**src/rtl/bitblade_pkg.sv**
```systemverilog
// Shared definitions for the BitBlade column controller.
//   - precision encodings carried on cfg_prec / input_bitwidth
//   - controller state encoding
//   - column geometry (PE count, shift-code width) and default pipeline latency
package bitblade_pkg;

    localparam int NUM_PE           = 16;
    localparam int SHIFT_W          = 3;
    localparam int PIPE_LAT_DEFAULT = 6;

    typedef enum logic [1:0] {
        PREC_2B   = 2'b00,
        PREC_4B   = 2'b01,
        PREC_8B   = 2'b10,
        PREC_RSVD = 2'b11
    } prec_e;

    typedef enum logic [2:0] {
        ST_IDLE,
        ST_CFG,
        ST_STREAM,
        ST_DRAIN,
        ST_RESULT
    } state_e;

endpackage

```
**src/rtl/bitblade_column_ctrl_if.sv**
```systemverilog
// Bundle between the array scheduler / input buffers / result consumer
// (master side) and the column controller (slave side).
//   job request : start, cfg_prec, cfg_x_signed, cfg_y_signed, cfg_len, busy, cfg_err
//   beat stream : in_valid, in_ready, beat_gate, acc_clear
//   column cfg  : input_bitwidth, signal (3b shift code per PE), sign_x, sign_y
//   result      : out_valid, out_ready
interface bitblade_column_ctrl_if #(
    parameter int LEN_W = 10
);
    logic             start;
    logic [1:0]       cfg_prec;
    logic             cfg_x_signed;
    logic             cfg_y_signed;
    logic [LEN_W-1:0] cfg_len;
    logic             busy;
    logic             in_valid;
    logic             in_ready;
    logic             beat_gate;
    logic             acc_clear;
    logic [1:0]       input_bitwidth;
    logic [47:0]      signal;
    logic [3:0]       sign_x;
    logic [3:0]       sign_y;
    logic             out_valid;
    logic             out_ready;
    logic             cfg_err;

    modport master (
        output start, cfg_prec, cfg_x_signed, cfg_y_signed, cfg_len, in_valid, out_ready,
        input  busy, in_ready, beat_gate, acc_clear, input_bitwidth, signal,
               sign_x, sign_y, out_valid, cfg_err
    );

    modport slave (
        input  start, cfg_prec, cfg_x_signed, cfg_y_signed, cfg_len, in_valid, out_ready,
        output busy, in_ready, beat_gate, acc_clear, input_bitwidth, signal,
               sign_x, sign_y, out_valid, cfg_err
    );
endinterface

```
**src/rtl/bitblade_shift_sign_gen.sv**
```systemverilog
// Combinational map from job precision/signedness to per-PE shift codes and
// per-slice sign bits.
//   prec     in  : effective precision (reserved is handled like 8b)
//   x_signed in  : input operands signed
//   y_signed in  : weight operands signed
//   signal   out : 3-bit shift code per PE, PE k at [3k+2:3k]
//   sign_x   out : sign enable per input row slice
//   sign_y   out : sign enable per weight column slice
module bitblade_shift_sign_gen
    import bitblade_pkg::*;
(
    input  prec_e                       prec,
    input  logic                        x_signed,
    input  logic                        y_signed,
    output logic [NUM_PE*SHIFT_W-1:0]   signal,
    output logic [3:0]                  sign_x,
    output logic [3:0]                  sign_y
);

    // PE k sits at row i = k>>2 (input slice) and column j = k&3 (weight
    // slice). The code is the product's offset in 2-bit units: slices are
    // grouped per operand as 4 (8b), 2 (4b) or 1 (2b).
    for (genvar k = 0; k < NUM_PE; k++) begin : g_pe
        localparam int I = k >> 2;
        localparam int J = k & 3;
        assign signal[k*SHIFT_W +: SHIFT_W] =
            (prec == PREC_2B) ? '0 :
            (prec == PREC_4B) ? SHIFT_W'((I % 2) + (J % 2)) :
                                SHIFT_W'(I + J);
    end

    // A slice carries the sign only when it is the MS slice of its operand.
    for (genvar s = 0; s < 4; s++) begin : g_sign
        localparam logic MS4 = (s % 2) == 1;
        localparam logic MS8 = (s == 3);
        logic ms;
        assign ms = (prec == PREC_2B) ? 1'b1 :
                    (prec == PREC_4B) ? MS4  : MS8;
        assign sign_x[s] = x_signed & ms;
        assign sign_y[s] = y_signed & ms;
    end

endmodule

```
**src/rtl/bitblade_column_ctrl.sv**
```systemverilog
// Sequencer for one BitBlade column: latches a job, configures the PEs,
// clears the accumulator, streams beats with bubble insertion, drains the
// datapath latency and presents the result to the consumer.
//   clk, reset : single clock, synchronous active-high reset
//   bus        : slave side of bitblade_column_ctrl_if
// Parameters: PIPE_LAT (beat-to-total_output latency), LEN_W (beat count
// width, must match the interface instance).
module bitblade_column_ctrl
    import bitblade_pkg::*;
#(
    parameter int PIPE_LAT = PIPE_LAT_DEFAULT,
    parameter int LEN_W    = 10
) (
    input  logic                    clk,
    input  logic                    reset,
    bitblade_column_ctrl_if.slave   bus
);

    localparam int DCNT_W = $clog2(PIPE_LAT + 1);

    state_e             state;
    logic [LEN_W-1:0]   len_q;
    logic [LEN_W-1:0]   beat_cnt;
    logic [DCNT_W-1:0]  drain_cnt;

    logic               busy_q, in_ready_q, acc_clear_q, out_valid_q, cfg_err_q;
    logic [1:0]         bw_q;
    logic [47:0]        signal_q;
    logic [3:0]         sign_x_q, sign_y_q;

    prec_e              prec_eff;
    logic [47:0]        signal_n;
    logic [3:0]         sign_x_n, sign_y_n;
    logic               accept;

    // Reserved precision runs the 8b datapath configuration.
    assign prec_eff = (prec_e'(bus.cfg_prec) == PREC_RSVD) ? PREC_8B : prec_e'(bus.cfg_prec);

    bitblade_shift_sign_gen u_gen (
        .prec     (prec_eff),
        .x_signed (bus.cfg_x_signed),
        .y_signed (bus.cfg_y_signed),
        .signal   (signal_n),
        .sign_x   (sign_x_n),
        .sign_y   (sign_y_n)
    );

    // in_ready is only ever high in STREAM, so this is the beat handshake.
    assign accept = in_ready_q & bus.in_valid;

    always_ff @(posedge clk) begin
        if (reset) begin
            state       <= ST_IDLE;
            len_q       <= '0;
            beat_cnt    <= '0;
            drain_cnt   <= '0;
            busy_q      <= 1'b0;
            in_ready_q  <= 1'b0;
            acc_clear_q <= 1'b0;
            out_valid_q <= 1'b0;
            cfg_err_q   <= 1'b0;
            bw_q        <= '0;
            signal_q    <= '0;
            sign_x_q    <= '0;
            sign_y_q    <= '0;
        end else begin
            case (state)
                ST_IDLE: begin
                    // Config is captured on the accepting edge so it is
                    // already stable during CFG, a cycle ahead of beat 1.
                    if (bus.start) begin
                        state       <= ST_CFG;
                        busy_q      <= 1'b1;
                        acc_clear_q <= 1'b1;
                        len_q       <= bus.cfg_len;
                        beat_cnt    <= '0;
                        drain_cnt   <= '0;
                        bw_q        <= prec_eff;
                        signal_q    <= signal_n;
                        sign_x_q    <= sign_x_n;
                        sign_y_q    <= sign_y_n;
                        cfg_err_q   <= (prec_e'(bus.cfg_prec) == PREC_RSVD);
                    end
                end
                ST_CFG: begin
                    acc_clear_q <= 1'b0;
                    if (len_q == '0) begin
                        state <= ST_DRAIN;
                    end else begin
                        state      <= ST_STREAM;
                        in_ready_q <= 1'b1;
                    end
                end
                ST_STREAM: begin
                    if (accept) begin
                        beat_cnt <= beat_cnt + LEN_W'(1);
                        if (beat_cnt + LEN_W'(1) == len_q) begin
                            state      <= ST_DRAIN;
                            in_ready_q <= 1'b0;
                        end
                    end
                end
                ST_DRAIN: begin
                    if (drain_cnt == DCNT_W'(PIPE_LAT - 1)) begin
                        state       <= ST_RESULT;
                        out_valid_q <= 1'b1;
                    end else begin
                        drain_cnt <= drain_cnt + DCNT_W'(1);
                    end
                end
                ST_RESULT: begin
                    if (bus.out_ready) begin
                        state       <= ST_IDLE;
                        busy_q      <= 1'b0;
                        out_valid_q <= 1'b0;
                    end
                end
                default: state <= ST_IDLE;
            endcase
        end
    end

    assign bus.busy           = busy_q;
    assign bus.in_ready       = in_ready_q;
    assign bus.beat_gate      = accept;
    assign bus.acc_clear      = acc_clear_q;
    assign bus.input_bitwidth = bw_q;
    assign bus.signal         = signal_q;
    assign bus.sign_x         = sign_x_q;
    assign bus.sign_y         = sign_y_q;
    assign bus.out_valid      = out_valid_q;
    assign bus.cfg_err        = cfg_err_q;

endmodule

```
**src/flat_wrapper.sv**
```systemverilog
// flat-port wrapper written by rule: the top's interface ports become plain ports
module bitblade_column_ctrl_flat import bitblade_pkg::*;
#(
    parameter int PIPE_LAT = PIPE_LAT_DEFAULT,
    parameter int LEN_W    = 10
)
  (clk, reset, bus_start, bus_cfg_prec, bus_cfg_x_signed, bus_cfg_y_signed, bus_cfg_len, bus_in_valid, bus_out_ready, bus_busy, bus_in_ready, bus_beat_gate, bus_acc_clear, bus_input_bitwidth, bus_signal, bus_sign_x, bus_sign_y, bus_out_valid, bus_cfg_err);
  bitblade_column_ctrl_if #(.LEN_W(LEN_W)) bus_i ();
  input  logic clk;
  input  logic reset;
  input wire logic [$bits(bus_i.start)-1:0] bus_start;
  input wire logic [$bits(bus_i.cfg_prec)-1:0] bus_cfg_prec;
  input wire logic [$bits(bus_i.cfg_x_signed)-1:0] bus_cfg_x_signed;
  input wire logic [$bits(bus_i.cfg_y_signed)-1:0] bus_cfg_y_signed;
  input wire logic [$bits(bus_i.cfg_len)-1:0] bus_cfg_len;
  input wire logic [$bits(bus_i.in_valid)-1:0] bus_in_valid;
  input wire logic [$bits(bus_i.out_ready)-1:0] bus_out_ready;
  output wire logic [$bits(bus_i.busy)-1:0] bus_busy;
  output wire logic [$bits(bus_i.in_ready)-1:0] bus_in_ready;
  output wire logic [$bits(bus_i.beat_gate)-1:0] bus_beat_gate;
  output wire logic [$bits(bus_i.acc_clear)-1:0] bus_acc_clear;
  output wire logic [$bits(bus_i.input_bitwidth)-1:0] bus_input_bitwidth;
  output wire logic [$bits(bus_i.signal)-1:0] bus_signal;
  output wire logic [$bits(bus_i.sign_x)-1:0] bus_sign_x;
  output wire logic [$bits(bus_i.sign_y)-1:0] bus_sign_y;
  output wire logic [$bits(bus_i.out_valid)-1:0] bus_out_valid;
  output wire logic [$bits(bus_i.cfg_err)-1:0] bus_cfg_err;
  assign bus_i.start = bus_start;
  assign bus_i.cfg_prec = bus_cfg_prec;
  assign bus_i.cfg_x_signed = bus_cfg_x_signed;
  assign bus_i.cfg_y_signed = bus_cfg_y_signed;
  assign bus_i.cfg_len = bus_cfg_len;
  assign bus_i.in_valid = bus_in_valid;
  assign bus_i.out_ready = bus_out_ready;
  assign bus_busy = bus_i.busy;
  assign bus_in_ready = bus_i.in_ready;
  assign bus_beat_gate = bus_i.beat_gate;
  assign bus_acc_clear = bus_i.acc_clear;
  assign bus_input_bitwidth = bus_i.input_bitwidth;
  assign bus_signal = bus_i.signal;
  assign bus_sign_x = bus_i.sign_x;
  assign bus_sign_y = bus_i.sign_y;
  assign bus_out_valid = bus_i.out_valid;
  assign bus_cfg_err = bus_i.cfg_err;
  bitblade_column_ctrl #(.PIPE_LAT(PIPE_LAT), .LEN_W(LEN_W)) u_core (.clk(clk), .reset(reset), .bus(bus_i));
endmodule
```
**config.mk**
```make
export PLATFORM = sky130hd
export DESIGN_NAME = bitblade_column_ctrl_flat
export DESIGN_NICKNAME = d
export VERILOG_FILES = /design/src/rtl/bitblade_pkg.sv /design/src/rtl/bitblade_column_ctrl_if.sv /design/src/rtl/bitblade_shift_sign_gen.sv /design/src/rtl/bitblade_column_ctrl.sv /design/src/flat_wrapper.sv
export SDC_FILE = /design/constraint.sdc
export NUM_CORES = 1
export LEC_CHECK = 0
export CAP_MARGIN = 20
export CORE_MARGIN = 2
export CORE_UTILIZATION = 50
export CTS_BUF_LIST = sky130_fd_sc_hd__clkbuf_16
export DETAILED_ROUTE_END_ITERATION = 10
export DONT_BUFFER_PORTS = 1
export GPL_ROUTABILITY_DRIVEN = 0
export GPL_TIMING_DRIVEN = 0
export PLACE_DENSITY = 0.73
export SLEW_MARGIN = 20
export SYNTH_ARGS = -nofsm -noshare
export SYNTH_HDL_FRONTEND = slang
export SYNTH_SLANG_ARGS = --single-unit
```
**constraint.sdc**
```tcl
create_clock -name clk -period 4.8 [get_ports clk]
set_clock_uncertainty 0.1 [all_clocks]
set_input_delay 0.48 -clock clk [delete_from_list [all_inputs] [get_ports clk]]
set_output_delay 0.48 -clock clk [all_outputs]
set_load 0.02 [all_outputs]
```
Yosys cells after proc, flatten, opt, wreduce, memory -nomap -nowiden. Index checks and enable logic that the tools add are counted.

Register bits after elaboration: 86. Latch bits: 0. RAM bits: 0. ROM bits: 0. Input bits: 19. Logic and storage cells: 93. Memories kept: 0.

$add $sub $neg: 2. Multipliers: 0. Div/mod/pow operators: 0. $lt $le $gt $ge: 0. Equality and inequality tests: 15. Shift-type cells: 0. Multiplexer cells: 41. Bitwise operators: 5. Reductions and logical operators: 17.

Operators with widths (number): $mux W3 (15); $mux W10 (2); $pmux W10 S2 (1); $pmux W3 S5 (1); $mux W2 (6); $reduce_and A3 Y1 (4); $reduce_bool A2 Y1 (6); $mux W1 (11); $add A10 B1 Y10 const B (1); $eq A10 B10 Y1 (1); $logic_not A10 Y1 (1); $ne A2 B2 Y1 const B (5); $pmux W1 S2 (4); $eq A3 B2 Y1 const B (2); $eq A3 B3 Y1 const B (2); $pmux W3 S2 (1); $and A1 B1 Y1 (5); $reduce_and A5 Y1 (1); $ne A2 B1 Y1 const B (2); $reduce_and A2 Y1 (2); $reduce_and A4 Y1 (1); $add A3 B1 Y3 const B (1); $eq A3 B1 Y1 const B (1); $logic_not A3 Y1 (1); other kinds (3) (3).

Logic depth before layout (Yosys ltp).
Depth after elaboration: 6. Mapped depth: 8. Gate-level depth less buffers: 7.

By module. Synthesis repeated with hierarchy kept, for this count alone.

Cell total of the unflattened synthesis: 525. Area total of the unflattened synthesis: 4095.2 um2.

Modules (own cells, without submodules): bitblade_column_ctrl (times used 1, cells an instance 468, area an instance 3679.8 um2, sequential area each 1781.7 um2); bitblade_shift_sign_gen (times used 1, cells an instance 57, area an instance 415.4 um2, sequential area each 0.0 um2).

Least setup slack after synthesis. No wires, ideal clock.

Path kind: register to register. Start point: register u_core.beat_cnt[1]. End point: register u_core.in_ready_q, in the netlist u_core.bus.in_ready. Setup time: 0.156 ns. Arrival: 1.757 ns. Slack: 2.787 ns. Stages on the path, launching flop included: 9. Buffers on the path: 1. Period minus slack after synthesis: 2.013 ns. Cells stage by stage: dfxtp_1 ha_1 buf_6 nand3_2 or3_1 a221oi_2 o32ai_1 nor4_2 a211oi_1.

Cells in the longest elaborated chain, start to end: 4.

Ends and longest elaborated chain: from (decl) (RTL line bitblade_column_ctrl.sv:23) `logic [LEN_W-1:0] beat_cnt;`; from (signal assigned) (RTL line bitblade_column_ctrl.sv:96) `beat_cnt <= beat_cnt + LEN_W'(1);`; $add A10 B1 Y10 (RTL line bitblade_column_ctrl.sv:97) `if (beat_cnt + LEN_W'(1) == len_q) begin`; $eq A10 B10 Y1 (RTL line bitblade_column_ctrl.sv:97); $ne A2 B1 Y1 (no source line); $reduce_and A4 Y1 (no source line); to (signal assigned) (RTL line bitblade_column_ctrl.sv:58) `in_ready_q <= 1'b0;`; to (signal assigned) (RTL line bitblade_column_ctrl.sv:91) `in_ready_q <= 1'b1;`; to (signal assigned) (RTL line bitblade_column_ctrl.sv:99) `in_ready_q <= 1'b0;`; to (decl) (RTL line bitblade_column_ctrl.sv:26) `logic busy_q, in_ready_q, acc_clear_q, out_valid_q, cfg_err_q;`.

No other way between the ends. A chain may end at the register's enable or synchronous reset.

Final worst setup path. Ends and elaborated chain as after synthesis.

==> results.sh <==
export IMPL_outcome="finished, final reports clean"
export IMPL_instances_no_fill=395
export IMPL_fin_ws_ns=2.485
export IMPL_place_hpwl_um=3906
export IMPL_critPathLaunchType="flop"
export IMPL_antenna_found_initial=0
export IMPL_synth_cell_types=43
export IMPL_multi_input_area_sq_um=1206
export IMPL_cp_data_required_time_ns=4.83
export IMPL_htree_levels=2
export IMPL_synth_area_leaders="dfxtp_1 34%, buf_4 16%, nand2_1 7.9%"
export IMPL_hold_viol_final=0
export IMPL_ant_nets=0
export IMPL_wl_um=5353
export IMPL_peakVddDrop_v=0.0002812
export IMPL_synth_edf_count=0
export IMPL_rsz0062_at_grt="false"
export IMPL_yosysSeqAreaShare_pct=33.74
export IMPL_p_total_mw=0.9755
export IMPL_final_max_slew_violation_count=0
export IMPL_p_comb_share_pct=20.5
export IMPL_clockPowerShare_pct=39.6
export IMPL_layout_common_cells="51 x buf_4, 50 x nand2_1, 40 x dfxtp_1"
export IMPL_clk_latency_ns=0.28
export IMPL_port_buffers=0
export IMPL_cts_tree="done"
export IMPL_timing_final_crit_share_pct=48.24
export IMPL_stdcell_area_sq_um=2704
export IMPL_worstSetupEndpointType="flop"
export IMPL_power_frac_seq_pct=39.9
export IMPL_netlist_area_leader_share_pct=33.74
export IMPL_maxCapViolCount=0
export IMPL_period_needed_ns=2.315
export IMPL_intPower_mw=0.6756
export IMPL_drtIter0Drc=138
export IMPL_fmax_ghz=0.4319
export IMPL_grt_start_max_net_pins=15
export IMPL_fill_cells=445
export IMPL_fin_util_pct=58.01
export IMPL_cts_sinks=40
export IMPL_cellPowerDensity_nw_per_um2=360.8
export IMPL_slew_headroom_pct=52.42
export IMPL_start_util_pct=50.93
export IMPL_power_switching_mw=0.2999
export IMPL_antennaDiodeCount=0
export IMPL_nets=362
export IMPL_seqCellArea_sq_um=800.8
export IMPL_syn_area_per_cell_sq_um=7.657
export IMPL_min_from="bus_cfg_y_signed"
export IMPL_arrival_ns=2.35
export IMPL_r2r_start="u_core.beat_cnt[1]$_SDFFE_PP0P_"
export IMPL_synthCells=310
export IMPL_syn_area_sq_um=2374
export IMPL_num_vias=2062
export IMPL_numCtsBuffers=5
export IMPL_yosys_register_bits=40
export IMPL_pin_count=83
export IMPL_path_max_fanout=8
export IMPL_setup_viol=0
export IMPL_tightest_slew_ns=0.7099
export IMPL_postSynth_asyncResetShare_pct=0
export IMPL_num_rows=25
export IMPL_track_usage_pct=20.85
export IMPL_drtPass1Iterations=4
export IMPL_drive_above_1_share_pct=19.94
export IMPL_core_area_sq_um=4661
export IMPL_cts_resized_gates=0
export IMPL_dp_cells=387
export IMPL_via_per_inst=5.220
export IMPL_cts_hold_buf=0
export IMPL_die_area_sq_um=5314
export IMPL_fin_setup_tns_ns=0
export IMPL_drc=0
export IMPL_hold_slack_ns=0.2270
export IMPL_place_area_sq_um=2532
export IMPL_final_common_cell="buf_4"
export IMPL_hold_class="input pin to flop"
export IMPL_sw_frac_of_total_pct=30.74
export IMPL_rrSetupSlack_ns=2.48
export IMPL_clk_pin_slew_ns=0.06
export IMPL_overflow=0
export IMPL_post_drt_wl_per_cell_um=13.55
export IMPL_die_h_um=72.90
export IMPL_critPathLaunch="u_core.beat_cnt[1]$_SDFFE_PP0P_"
export IMPL_root_buffer="clkbuf_16"
export IMPL_yosysTopAreaCell="dfxtp_1"
export IMPL_grt_pass1_vias=1853
export IMPL_cts_path_max_buffers=2
export IMPL_critical_path_class="flop to flop"
export IMPL_syn2layout_area_growth_pct=13.92
export IMPL_synth_top_flop_cell="dfxtp_1"
export IMPL_post_cts_buffers=0
export IMPL_fp_dieW_um=72.90
export IMPL_preCtsSetupSlack_ns=2.530
export IMPL_p_leak_nw=1.088
export IMPL_grt_first_pass_wirelength_um=8569
export IMPL_yosysWarnings=0
-- cells in the mapped netlist (5+ instances only) --
| library cell | count |
|---|---|
| inv_1 | 5 |
| nand2_1 | 50 |
| buf_4 | 51 |
| nand3_1 | 10 |
| nor2_1 | 27 |
| dfxtp_1 | 40 |
| a21oi_1 | 35 |
| xnor2_1 | 7 |
| or3_1 | 6 |
| o21ai_1 | 7 |
| nor3_1 | 8 |
| clkbuf_1 | 9 |
-- worst paths after layout --
path / to / cells after the start
worst max-delay path: u_core.bus.in_ready$_SDFFE_PP0P_ / 8
worst min-delay path: u_core.bus.sign_y[3]$_SDFFE_PP0P_ / 2
worst max register to register: u_core.bus.in_ready$_SDFFE_PP0P_ / 8
worst min register to register: u_core.len_q[0]$_SDFFE_PP0P_ / 2
-- per-layer routing --
layer  wire length (um)  track usage, %  vias up  part of all wire, %
met4                 65           7.202        0                  1.2
met5                  0               0        -                    0
met1               2306           26.60      954                   43
met2               2693           34.44       55                   50
li1                   -               -     1045                    -
met3                287           5.110        8                  5.4
-- state kept, by name, indices dropped and copies added, names as in the netlist, 2 cells and up --
name	cells
u_core.bus.sign_y	3
u_core.beat_cnt	10
u_core.drain_cnt	3
u_core.len_q	10
u_core.bus.input_bitwidth	2
u_core.state	3
u_core.bus.sign_x	3
-- power groups by stage --
| stage | logic (mW) | clock network [mW] | registers, mW |
|---|---|---|---|
| global route | 0.219 | 0.407 | 0.392 |
| finish | 0.200 | 0.386 | 0.389 |
| global placement | 0.195 | 0 | 0.395 |
| floorplan | 0.172 | 0 | 0.390 |
| detailed placement | 0.198 | 0 | 0.397 |
| CTS | 0.200 | 0.388 | 0.389 |
-- worst max-delay path: stages, from the launching register on --
cell and delay [ns]:
dfxtp_1 0.41, ha_1 0.19, buf_6 0.13, nand3_2 0.16, or3_1 0.42, a221oi_2 0.25, o32ai_1 0.14, nor4_2 0.25
a211oi_1 0.12
-- cell families (layout without fill, tap and decap cells) --
group / count (synthesis) / count (layout) / synth area share, %
other cells: 1 / 24 / 0.1580
fa+ha+maj: 3 / 3 / 1.582
xor+xnor: 11 / 11 / 4.059
compound gates: 62 / 62 / 15.60
buf+inv: 67 / 75 / 19.29
flops: 40 / 40 / 33.74
simple gates: 126 / 126 / 25.57
-- cell type report --
type	instances	area share, %
buffer	62	16.24
clock buffer	5	4.627
clock inverter	3	1.712
inverter	5	0.6941
multi-input combinational	226	44.61
sequential	40	29.62
tap	54	2.499
Note: power is estimated with default switching activity, not from simulation.
